--- config.mk ---
export PLATFORM = sky130hd
export DESIGN_NAME = div_cfg_ctrl_flat
export DESIGN_NICKNAME = d
export VERILOG_FILES = /design/src/rtl/div_ctrl_pkg.sv /design/src/rtl/div_cfg_ctrl_if.sv /design/src/rtl/div_core.sv /design/src/rtl/div_cfg_ctrl.sv /design/src/flat_wrapper.sv
export SDC_FILE = /design/constraint.sdc
export NUM_CORES = 1
export LEC_CHECK = 0
export ABC_AREA = 1
export CAP_MARGIN = 25
export CELL_PAD_IN_SITES_DETAIL_PLACEMENT = 1
export CELL_PAD_IN_SITES_GLOBAL_PLACEMENT = 2
export CORE_UTILIZATION = 37
export CTS_BUF_LIST = sky130_fd_sc_hd__clkbuf_16
export DETAILED_ROUTE_END_ITERATION = 16
export PLACE_DENSITY_LB_ADDON = 0.12
export REMOVE_ABC_BUFFERS = 1
export SLEW_MARGIN = 10
export SYNTH_ARGS = -nofsm -noshare
export SYNTH_HDL_FRONTEND = slang
export SYNTH_HIERARCHICAL = 1
export SYNTH_SLANG_ARGS = --single-unit
--- constraint.sdc ---
create_clock -name clk_in -period 6.5 [get_ports clk_in]
set_input_delay 1.95 -clock clk_in [delete_from_list [all_inputs] [get_ports clk_in]]
set_output_delay 1.95 -clock clk_in [all_outputs]
set_load 0.01 [all_outputs]
--- src/rtl/div_ctrl_pkg.sv ---
// Shared types and reset defaults for the clock-divider run-time controller.
package div_ctrl_pkg;

    typedef enum logic [1:0] {
        IDLE  = 2'd0,
        RUN   = 2'd1,
        DRAIN = 2'd2
    } state_e;

    localparam int unsigned DEF_LIMIT = 750000;
    localparam int unsigned DEF_DUTY  = 250000;

endpackage

--- src/rtl/div_cfg_ctrl_if.sv ---
// Control/config bundle between the top-level control logic and div_cfg_ctrl.
interface div_cfg_ctrl_if #(
    parameter int unsigned CNT_W   = 20,
    parameter int unsigned BURST_W = 8
);
    logic               cfg_valid;
    logic               cfg_ready;
    logic [CNT_W-1:0]   cfg_limit;
    logic [CNT_W-1:0]   cfg_duty;
    logic [BURST_W-1:0] cfg_burst;
    logic               cfg_err;
    logic               start;
    logic               stop;
    logic               busy;
    logic               clk_out;
    logic               period_done;

    modport master (
        output cfg_valid, cfg_limit, cfg_duty, cfg_burst, start, stop,
        input  cfg_ready, cfg_err, busy, clk_out, period_done
    );

    modport slave (
        input  cfg_valid, cfg_limit, cfg_duty, cfg_burst, start, stop,
        output cfg_ready, cfg_err, busy, clk_out, period_done
    );
endinterface

--- src/rtl/div_core.sv ---
// Divider counter with wrap detect and registered duty compare.
module div_core #(
    parameter int unsigned CNT_W = 20
) (
    input  logic             clk_in,
    input  logic             rst,
    input  logic             en_i,
    input  logic             clr_i,
    input  logic [CNT_W-1:0] limit_i,
    input  logic [CNT_W-1:0] duty_i,
    output logic             clk_out_o,
    output logic             wrap_o
);
    logic [CNT_W-1:0] count_q, count_d;
    logic             clk_q, clk_d;

    assign wrap_o    = en_i && (count_q == limit_i);
    assign clk_out_o = clk_q;

    // clr_i holds the counter and output low whenever this or the next cycle is idle.
    always_comb begin
        count_d = count_q + 1'b1;
        clk_d   = (count_q < duty_i);
        if (clr_i) begin
            count_d = '0;
            clk_d   = 1'b0;
        end else if (wrap_o) begin
            count_d = '0;
        end
    end

    always_ff @(posedge clk_in or posedge rst) begin
        if (rst) begin
            count_q <= '0;
            clk_q   <= 1'b0;
        end else begin
            count_q <= count_d;
            clk_q   <= clk_d;
        end
    end
endmodule

--- src/rtl/div_cfg_ctrl.sv ---
// Run-time controller: FSM, config validation, shadow registers and burst counter.
// Optional DIVCTRL_HARD_STOP_EN: stop in RUN aborts at once instead of draining.
module div_cfg_ctrl #(
    parameter int unsigned      CNT_W     = 20,
    parameter int unsigned      BURST_W   = 8,
    parameter logic [CNT_W-1:0] DEF_LIMIT = CNT_W'(div_ctrl_pkg::DEF_LIMIT),
    parameter logic [CNT_W-1:0] DEF_DUTY  = CNT_W'(div_ctrl_pkg::DEF_DUTY)
) (
    input  logic         clk_in,
    input  logic         rst,
    div_cfg_ctrl_if.slave bus
);
    import div_ctrl_pkg::*;

`ifdef DIVCTRL_HARD_STOP_EN
    localparam bit HARD_STOP = 1'b1;
`else
    localparam bit HARD_STOP = 1'b0;
`endif

    state_e             state_q, state_d;
    logic [CNT_W-1:0]   lim_q, lim_d, duty_q, duty_d;
    logic [CNT_W-1:0]   sh_lim_q, sh_lim_d, sh_duty_q, sh_duty_d;
    logic               pend_q, pend_d;
    logic [BURST_W-1:0] bcfg_q, bcfg_d, bleft_q, bleft_d;
    logic               err_q, err_d;

    logic               wrap, abort, accept, cfg_ok, core_clr;
    logic [CNT_W:0]     lim_p1;

    assign lim_p1 = {1'b0, bus.cfg_limit} + 1'b1;
    assign cfg_ok = (bus.cfg_limit != '0) && ({1'b0, bus.cfg_duty} <= lim_p1);
    assign accept = bus.cfg_valid && !pend_q;
    assign abort  = HARD_STOP && (state_q == RUN) && bus.stop;

    always_comb begin
        state_d   = state_q;
        lim_d     = lim_q;
        duty_d    = duty_q;
        sh_lim_d  = sh_lim_q;
        sh_duty_d = sh_duty_q;
        pend_d    = pend_q;
        bcfg_d    = bcfg_q;
        bleft_d   = bleft_q;
        err_d     = accept && !cfg_ok;

        case (state_q)
            IDLE: begin
                if (bus.start) begin
                    state_d = RUN;
                    bleft_d = bcfg_q;
                end
            end
            RUN: begin
                if (wrap && bleft_q != '0) bleft_d = bleft_q - 1'b1;
                if (abort)                                  state_d = IDLE;
                else if (bus.stop)                          state_d = wrap ? IDLE : DRAIN;
                else if (wrap && bleft_q == BURST_W'(1))    state_d = IDLE;
            end
            DRAIN: begin
                if (wrap) state_d = IDLE;
            end
            default: state_d = IDLE;
        endcase

        // A shadow left over from the final wrap of a run is flushed once idle.
        if (pend_q && (wrap || state_q == IDLE)) begin
            lim_d  = sh_lim_q;
            duty_d = sh_duty_q;
            pend_d = 1'b0;
        end
        if (abort) pend_d = 1'b0;

        if (accept && cfg_ok) begin
            bcfg_d = bus.cfg_burst;
            if (state_q == IDLE) begin
                lim_d  = bus.cfg_limit;
                duty_d = bus.cfg_duty;
            end else begin
                sh_lim_d  = bus.cfg_limit;
                sh_duty_d = bus.cfg_duty;
                pend_d    = 1'b1;
            end
        end
    end

    always_ff @(posedge clk_in or posedge rst) begin
        if (rst) begin
            state_q   <= IDLE;
            lim_q     <= DEF_LIMIT;
            duty_q    <= DEF_DUTY;
            sh_lim_q  <= '0;
            sh_duty_q <= '0;
            pend_q    <= 1'b0;
            bcfg_q    <= '0;
            bleft_q   <= '0;
            err_q     <= 1'b0;
        end else begin
            state_q   <= state_d;
            lim_q     <= lim_d;
            duty_q    <= duty_d;
            sh_lim_q  <= sh_lim_d;
            sh_duty_q <= sh_duty_d;
            pend_q    <= pend_d;
            bcfg_q    <= bcfg_d;
            bleft_q   <= bleft_d;
            err_q     <= err_d;
        end
    end

    // Clearing on entry as well as exit makes every run start at count 0.
    assign core_clr = (state_q == IDLE) || (state_d == IDLE);

    div_core #(.CNT_W(CNT_W)) u_core (
        .clk_in    (clk_in),
        .rst       (rst),
        .en_i      (state_q != IDLE),
        .clr_i     (core_clr),
        .limit_i   (lim_q),
        .duty_i    (duty_q),
        .clk_out_o (bus.clk_out),
        .wrap_o    (wrap)
    );

    assign bus.period_done = wrap && !abort;
    assign bus.busy        = (state_q != IDLE);
    assign bus.cfg_ready   = !pend_q;
    assign bus.cfg_err     = err_q;
endmodule

--- src/flat_wrapper.sv ---
// flat-port wrapper written by rule: the top's interface ports become plain ports
module div_cfg_ctrl_flat import div_ctrl_pkg::*;
#(
    parameter int unsigned      CNT_W     = 20,
    parameter int unsigned      BURST_W   = 8,
    parameter logic [CNT_W-1:0] DEF_LIMIT = CNT_W'(div_ctrl_pkg::DEF_LIMIT),
    parameter logic [CNT_W-1:0] DEF_DUTY  = CNT_W'(div_ctrl_pkg::DEF_DUTY)
)
  (clk_in, rst, bus_cfg_valid, bus_cfg_limit, bus_cfg_duty, bus_cfg_burst, bus_start, bus_stop, bus_cfg_ready, bus_cfg_err, bus_busy, bus_clk_out, bus_period_done);
  div_cfg_ctrl_if #(.CNT_W(CNT_W), .BURST_W(BURST_W)) bus_i ();
  input  logic clk_in;
  input  logic rst;
  input wire logic [$bits(bus_i.cfg_valid)-1:0] bus_cfg_valid;
  input wire logic [$bits(bus_i.cfg_limit)-1:0] bus_cfg_limit;
  input wire logic [$bits(bus_i.cfg_duty)-1:0] bus_cfg_duty;
  input wire logic [$bits(bus_i.cfg_burst)-1:0] bus_cfg_burst;
  input wire logic [$bits(bus_i.start)-1:0] bus_start;
  input wire logic [$bits(bus_i.stop)-1:0] bus_stop;
  output wire logic [$bits(bus_i.cfg_ready)-1:0] bus_cfg_ready;
  output wire logic [$bits(bus_i.cfg_err)-1:0] bus_cfg_err;
  output wire logic [$bits(bus_i.busy)-1:0] bus_busy;
  output wire logic [$bits(bus_i.clk_out)-1:0] bus_clk_out;
  output wire logic [$bits(bus_i.period_done)-1:0] bus_period_done;
  assign bus_i.cfg_valid = bus_cfg_valid;
  assign bus_i.cfg_limit = bus_cfg_limit;
  assign bus_i.cfg_duty = bus_cfg_duty;
  assign bus_i.cfg_burst = bus_cfg_burst;
  assign bus_i.start = bus_start;
  assign bus_i.stop = bus_stop;
  assign bus_cfg_ready = bus_i.cfg_ready;
  assign bus_cfg_err = bus_i.cfg_err;
  assign bus_busy = bus_i.busy;
  assign bus_clk_out = bus_i.clk_out;
  assign bus_period_done = bus_i.period_done;
  div_cfg_ctrl #(.CNT_W(CNT_W), .BURST_W(BURST_W), .DEF_LIMIT(DEF_LIMIT), .DEF_DUTY(DEF_DUTY)) u_core (.clk_in(clk_in), .rst(rst), .bus(bus_i));
endmodule
==> results of run 1 <==
[registers in the layout, summed over array words and instances, names as in the netlist]
register                 count
u_core/duty_q               20
u_core/bleft_q               8
u_core/sh_lim_q             20
u_core/bcfg_q                8
u_core/u_core/clk_out_o      1
u_core/pend_q                1
u_core/state_q               2
u_core/u_core/count_q       20
u_core/bus.cfg_err           1
u_core/lim_q                20
u_core/sh_duty_q            20
[routing by layer]
layer / vias to the layer above / track usage / routed length, um
li1: 3674 / - / -
met1: 3612 / 0.365 / 13500
met2: 98 / 0.405 / 12500
met3: 15 / 0.0378 / 769
met4: 0 / 0.0500 / 199
met5: - / 0 / 0
[per-stage QoR]
step / setup WS (ns) / power, mW / hold slack, ns
6_report: 0.776 / 3.92 / 0.481
5_1_grt: 0.435 / 4.22 / 0.491
4_1_cts: 0.755 / 3.95 / 0.481
3_5_place_dp: 0.332 / 2.93 / 0.463
3_3_place_gp: 0.627 / 2.89 / 0.462
2_1_floorplan: -0.413 / 2.33 / 0.437
[power groups by stage]
stage | sequential (mW) | combinational [mW] | clock, mW
after floorplan | 1.21 | 1.12 | 0
after global placement | 1.33 | 1.56 | 0
after detailed placement | 1.34 | 1.59 | 0
after CTS | 1.32 | 1.60 | 1.02
after global routing | 1.36 | 1.80 | 1.06
final | 1.33 | 1.59 | 1.00
[synthesized netlist by cell type, types with 5 or more instances]
cell type	instances
dfstp_2	17
nor2_1	69
nor3_1	12
o211ai_1	7
nand3_1	73
ha_1	44
nand2_1	418
clkbuf_1	25
mux2_2	41
nand4_1	51
buf_2	14
inv_1	104
o21ai_0	42
xor2_1	23
dfrtp_1	104
nor4_1	5
a21oi_1	17
inv_2	8
[tightest hold or removal path, delay by kind of cell (launching register included)]
kind,cells,cell delay (ns)
flops,1,0.34
simple gates,2,0.10
[cells by family after synthesis]
group | Yosys count
xor+xnor | 27
simple gates | 642
mux | 41
flops | 121
compound gates | 76
buf+inv | 161
fa+ha+maj | 44
[placed cells by master, fill, tap and decap left out, drive strengths merged, types with 41 or more instances in the layout]
cell | Yosys | layout
nand2 | 421 | 421
inv | 112 | 114
dfrtp | 104 | 104
nand3 | 76 | 76
nor2 | 74 | 74
clkdlybuf4s50 | 0 | 57
nand4 | 51 | 51
ha | 44 | 44
o21ai | 44 | 44
mux2 | 41 | 41
[worst paths after layout]
path | from | end | cells after the start
min in group asynchronous | rst | u_core/sh_duty_q[3] | 2
worst max-delay path | bus_cfg_limit[0] | u_core/sh_duty_q[6] | 24
worst max register to register | u_core/state_q[0] | u_core/lim_q[0] | 17
max in group asynchronous | rst | u_core/bleft_q[6] | 3
worst min-delay path | u_core/sh_lim_q[10] | u_core/sh_lim_q[10] | 2
worst min register to register | u_core/sh_lim_q[10] | u_core/sh_lim_q[10] | 2
[area by class of cell]
class | instances | area share
clock inverters | 15 | 0.0194
inverters | 112 | 0.0442
well taps | 275 | 0.0360
clock buffers | 17 | 0.0445
flip-flops and latches | 121 | 0.319
repair buffers | 75 | 0.0751
multi-input cells | 830 | 0.462
==> impl_metrics.py, run 1 <==
metrics = {
    "yosys": {
        "synth_area_leaders": "dfrtp_1, nand2_1, ha_1",
        "ys.warnings.count": 6,
        "synth-simple-area-share": 0.337,
        "synth_edf_count": 0,
        "synth_area_sq_um": 8100,
        "yosysUniqueCellTypes": 38,
        "async_flop_share": 1.00,
        "synth_top_family_by_area": "simple AND/OR/NAND/NOR gates",
        "ys_ff_latch": 121,
        "yosysSeqAreaShare": 0.376,
        "yosys.area.top_type": "dfrtp_1",
        "ys.flop_type": "dfrtp_1",
        "synthesis.instances": 1112,
        "yosys.area.top_type_share": 0.321,
        "synth_fa_ha_area_frac": 0.0680,
        "avgSynthCellArea_sq_um": 7.28,
        "muxShareOfSynthArea": 0.0570,
        "synth_xor_area_frac": 0.0292,
        "synth_compound_area_frac": 0.0524,
    },
    "placed_design": {
        "port_buffers": 57,
        "dp.final_hpwl_mm": 19.4,
        "dp_cells": 1413,
        "placed_cell_area_sq_um": 8950,
        "place.gp.congestion": 0.817,
    },
    "floorplanning": {
        "die-area_sq_um": 22500,
        "start_util": 0.382,
        "die_y_um": 150,
        "fp-row-count": 53,
        "io-pin-count": 58,
        "chipWidth_um": 150,
        "core_sq_um": 21200,
    },
    "global_route": {
        "grt_max_degree": 60,
        "grt_pass1_vias": 7554,
        "grt.total_usage": 0.255,
        "antenna_found_initial": 1,
        "grt_overflow": 0,
        "grt_pass1_wl_mm": 43.2,
    },
    "route": {
        "num_vias": 7399,
        "ant_nets": 0,
        "drtIter0Drc": 336,
        "drt_wl_total_mm": 26.9,
        "wl_per_cell_um": 18.6,
        "vias_per_cell": 5.12,
        "drc_errors": 0,
        "firstDrtPassIters": 5,
    },
    "power_and_ir_drop": {
        "p_int_mw": 2.30,
        "combPwrFrac": 0.405,
        "clkPwrFrac": 0.255,
        "leakage_nw": 4.80,
        "p_sw_mw": 1.62,
        "p_sw_frac": 0.413,
        "cellPowerDensity_nw_per_um2": 410,
        "ir_worst_vdd_uv": 171,
        "power_frac_seq": 0.339,
    },
    "clocking": {
        "cts_setup_buffers": 0,
        "clk_pin_slew_ns": 0.06,
        "hold_buffers": 0,
        "clk-insertion-delay-late_ns": 0.42,
        "htreeDepth": 4,
        "numCtsBuffers": 17,
        "cts_resized": 0,
        "root_buffer": "clkbuf_16",
        "cts.sinks": 121,
        "clk_path_buf_depth": 2,
        "cts_tree": "built",
    },
    "final_layout": {
        "synthToLayoutAreaGrowth_pct": 18.0,
        "antenna_cells": 0,
        "final_nets": 1254,
        "drive_gt1_frac": 0.114,
        "final_cell_count_no_fill": 1445,
        "design_area_sq_um": 9560,
        "post-route-util": 0.450,
        "seqCellArea_sq_um": 3050,
        "multi_input_area_sq_um": 4410,
        "n_fill_cell": 2677,
    },
    "sta": {
        "relSlewSlack": 0.422,
        "fin_crit_sh": 0.881,
        "finalSetupViolations": 0,
        "finClkSkew_ns": 0.0114,
        "rsz0062_at_grt": "false",
        "finalSetupTns_ns": 0,
        "hold_viol_final": 0,
        "max_clock_freq_mhz": 175,
        "worstMarginPinSlew_ns": 0.866,
        "fin_crit_ns": 5.72,
        "drv_slew": 0,
    },
    "critical_path": {
        "worstSetupPathType": "input pin to flop",
        "cpPeakStageDelay_ns": 0.53,
        "cp.required_ns": 6.81,
        "critPathBufInv": 5,
        "crit_top_cell": "nand2_1",
        "cp.arrival_ns": 6.03,
        "endpoint_kind": "flop",
        "critPathTopFamily": "simple AND/OR/NAND/NOR gates",
        "worstPathMaxFanout": 15,
        "worstSetupStartpointType": "input pin",
        "crit_chain": "clkdlybuf4s50_1 -> nand3_1 -> nor2_1 -> nand2_1 -> nor2_1 -> nand2_1 -> inv_1 -> nand4_1 -> nor3_1 -> xor2_1 -> ha_1 -> nand3_1 -> inv_1 -> o21ai_0 -> nand2_1 -> nand2_1 -> inv_1 -> nor2_1 -> nand2_1 -> nand2_1 -> nand4_1 -> buf_4 -> nand2_1 -> nand2_1",
        "crit_path_top_delay_cell": "clkdlybuf4s50_1",
        "r2r_setup_slack_ns": 3.33,
    },
    "hold_path": {
        "hp-class": "flop to flop",
    },
    "job": {
        "drv_cap": 0,
    },
    "outcome": {
        "status": "complete, no violations",
    },
}
No activity file was read; power rests on OpenSTA's default activity.
==> inputs of run 2 (changes only) <==
--- a/config.mk
+++ b/config.mk
@@ -14,6 +14,7 @@
 export DETAILED_ROUTE_END_ITERATION = 16
 export PLACE_DENSITY_LB_ADDON = 0.12
 export REMOVE_ABC_BUFFERS = 1
+export SETUP_SLACK_MARGIN = 0.5
 export SLEW_MARGIN = 10
 export SYNTH_ARGS = -nofsm -noshare
 export SYNTH_HDL_FRONTEND = slang
==> run 2 against run 1 <==
  * Final area up 0.16%
  * Clock power barely moved
  * Critical path depth is 1 lower
  * Clock skew decreased by 0.0014 ns
  * Die area stayed put
  * Fmax grew 3.5%
  * Core utilization is 0.071 points higher
  * Sequential power about the same
  * Count of clock-buffer cells in the layout stayed put
  * Via count barely moved
  * Critical path type unchanged
  * Largest cell class unchanged
  * Highest routed layer unchanged
==> impl_metrics.py, run 2 (synthesis gave the netlist of run 1 again) <==
metrics = {
    "sta": {
        "relSlewSlack": 0.416,
        "fin_crit_ns": 5.53,
        "max_clock_freq_mhz": 181,
        "drv_slew": 0,
        "finalSetupTns_ns": 0,
        "finClkSkew_ns": 0.00994,
        "whs_ns": 0.482,
        "hold_viol_final": 0,
        "fin_crit_sh": 0.851,
        "worstMarginPinSlew_ns": 0.875,
        "fin_ws_ns": 0.971,
        "rsz0062_at_grt": "false",
        "finalSetupViolations": 0,
    },
    "route": {
        "wl_per_cell_um": 18.6,
        "firstDrtPassIters": 5,
        "ant_nets": 0,
        "drc_errors": 0,
        "vias_per_cell": 5.11,
        "drtIter0Drc": 321,
        "num_vias": 7396,
        "drt_wl_total_mm": 26.9,
    },
    "critical_path": {
        "worstSetupStartpointType": "input pin",
        "r2r_setup_slack_ns": 3.34,
        "worstSetupPathType": "input pin to flop",
        "cp.required_ns": 6.85,
        "timing.rr.start": "u_core/state_q[0]",
        "timing.rr.end": "u_core/lim_q[0]",
        "reg2regPathDepth": 17,
        "worstPathMaxFanout": 52,
        "endpoint_kind": "flop",
        "cp.arrival_ns": 5.88,
    },
    "clocking": {
        "clk_pin_slew_ns": 0.06,
        "cts_resized": 0,
        "htreeDepth": 4,
        "cts_tree": "built",
        "cts.sinks": 121,
        "cts_setup_buffers": 0,
        "clk_path_buf_depth": 2,
        "numCtsBuffers": 17,
        "hold_buffers": 0,
        "root_buffer": "clkbuf_16",
        "clk-insertion-delay-late_ns": 0.42,
    },
    "final_layout": {
        "post-route-util": 0.451,
        "design_area_sq_um": 9570,
        "final_common_cell": "nand2_1",
        "seqCellArea_sq_um": 3050,
        "final_cell_mix": "nand2_1, inv_1, dfrtp_1",
        "final_cell_count_no_fill": 1447,
        "synthToLayoutAreaGrowth_pct": 18.2,
        "antenna_cells": 0,
        "multi_input_area_sq_um": 4410,
        "drive_gt1_frac": 0.115,
        "final_nets": 1256,
        "n_fill_cell": 2677,
    },
    "power_and_ir_drop": {
        "leakage_nw": 4.80,
        "finalPower_mw": 3.92,
        "ir_worst_vdd_uv": 171,
        "cellPowerDensity_nw_per_um2": 410,
    },
    "hold_path": {
        "hold_end": "u_core/sh_lim_q[10]",
        "hp-class": "flop to flop",
        "min-delay-start": "u_core/sh_lim_q[10]",
        "hold_depth": 2,
    },
    "global_route": {
        "grt_pass1_vias": 7554,
        "antenna_found_initial": 1,
        "grt_pass1_wl_mm": 43.2,
        "grt_max_degree": 60,
        "grt_overflow": 0,
        "grt.total_usage": 0.255,
    },
    "floorplanning": {
        "die-area_sq_um": 22500,
        "fp-row-count": 53,
        "start_util": 0.382,
        "core_sq_um": 21200,
        "io-pin-count": 58,
        "chipWidth_um": 150,
        "die_y_um": 150,
    },
    "placed_design": {
        "place.gp.congestion": 0.817,
        "dp_slack_ns": 0.332,
        "placed_cell_area_sq_um": 8950,
        "dp.final_hpwl_mm": 19.4,
        "port_buffers": 57,
        "dp_cells": 1413,
    },
    "outcome": {
        "status": "complete, no violations",
    },
    "job": {
        "drv_cap": 0,
    },
}
[run 2: cell count changes in the layout (fill, tap and decap cells not counted), sizes merged]
| cell | previous run | this run |
|---|---|---|
| buf | 18 | 20 |
[run 2: layout make-up]
| type | instances | area share |
|---|---|---|
| Sequential cell | 121 | 0.318 |
| Clock inverter | 15 | 0.0193 |
| Timing Repair Buffer | 77 | 0.0766 |
| Multi-Input combinational cell | 830 | 0.461 |
| Inverter | 112 | 0.0442 |
| Tap cell | 275 | 0.0359 |
| Clock buffer | 17 | 0.0444 |
[run 2: worst max-delay path by stage]
stage	to	cells past startpoint	start	slack [ns]
after detailed placement	u_core/sh_duty_q[6]	24	bus_cfg_limit[0]	0.33
final	u_core/bcfg_q[3]	23	bus_cfg_limit[0]	0.97
after floorplan	u_core/sh_duty_q[0]	5	bus_cfg_valid	-0.41
after global routing	u_core/sh_duty_q[19]	23	bus_cfg_limit[0]	0.62
after global placement	u_core/sh_duty_q[11]	24	bus_cfg_limit[0]	0.63
after CTS	u_core/sh_duty_q[13]	24	bus_cfg_limit[0]	0.75
[run 2: worst max-delay path, stage by stage]
cell	delay (ns)
clkdlybuf4s50_1	0.53
nand3_1	0.18
nor2_1	0.12
nand2_1	0.08
nor2_1	0.26
nand2_1	0.15
inv_1	0.12
nand4_1	0.13
nor3_1	0.26
xor2_1	0.18
ha_1	0.26
nand3_1	0.12
inv_1	0.06
o21ai_0	0.09
nand2_1	0.09
nand2_1	0.07
inv_1	0.03
nor2_1	0.09
nand2_1	0.10
a21oi_4	0.17
buf_4	0.52
nand3_1	0.17
nand2_1	0.11
[run 2: routing by layer]
metal	global-route usage	wire, um
met5	0	0
met4	0.0500	201
met3	0.0378	770
met2	0.405	12500
met1	0.365	13500
[run 2: where the power goes]
group	total, mW	switching, mW	internal [mW]
Clock	1.00	0.367	0.635
Sequential	1.33	0.251	1.08
Combinational	1.59	1.00	0.591
Total	3.92	1.62	2.30
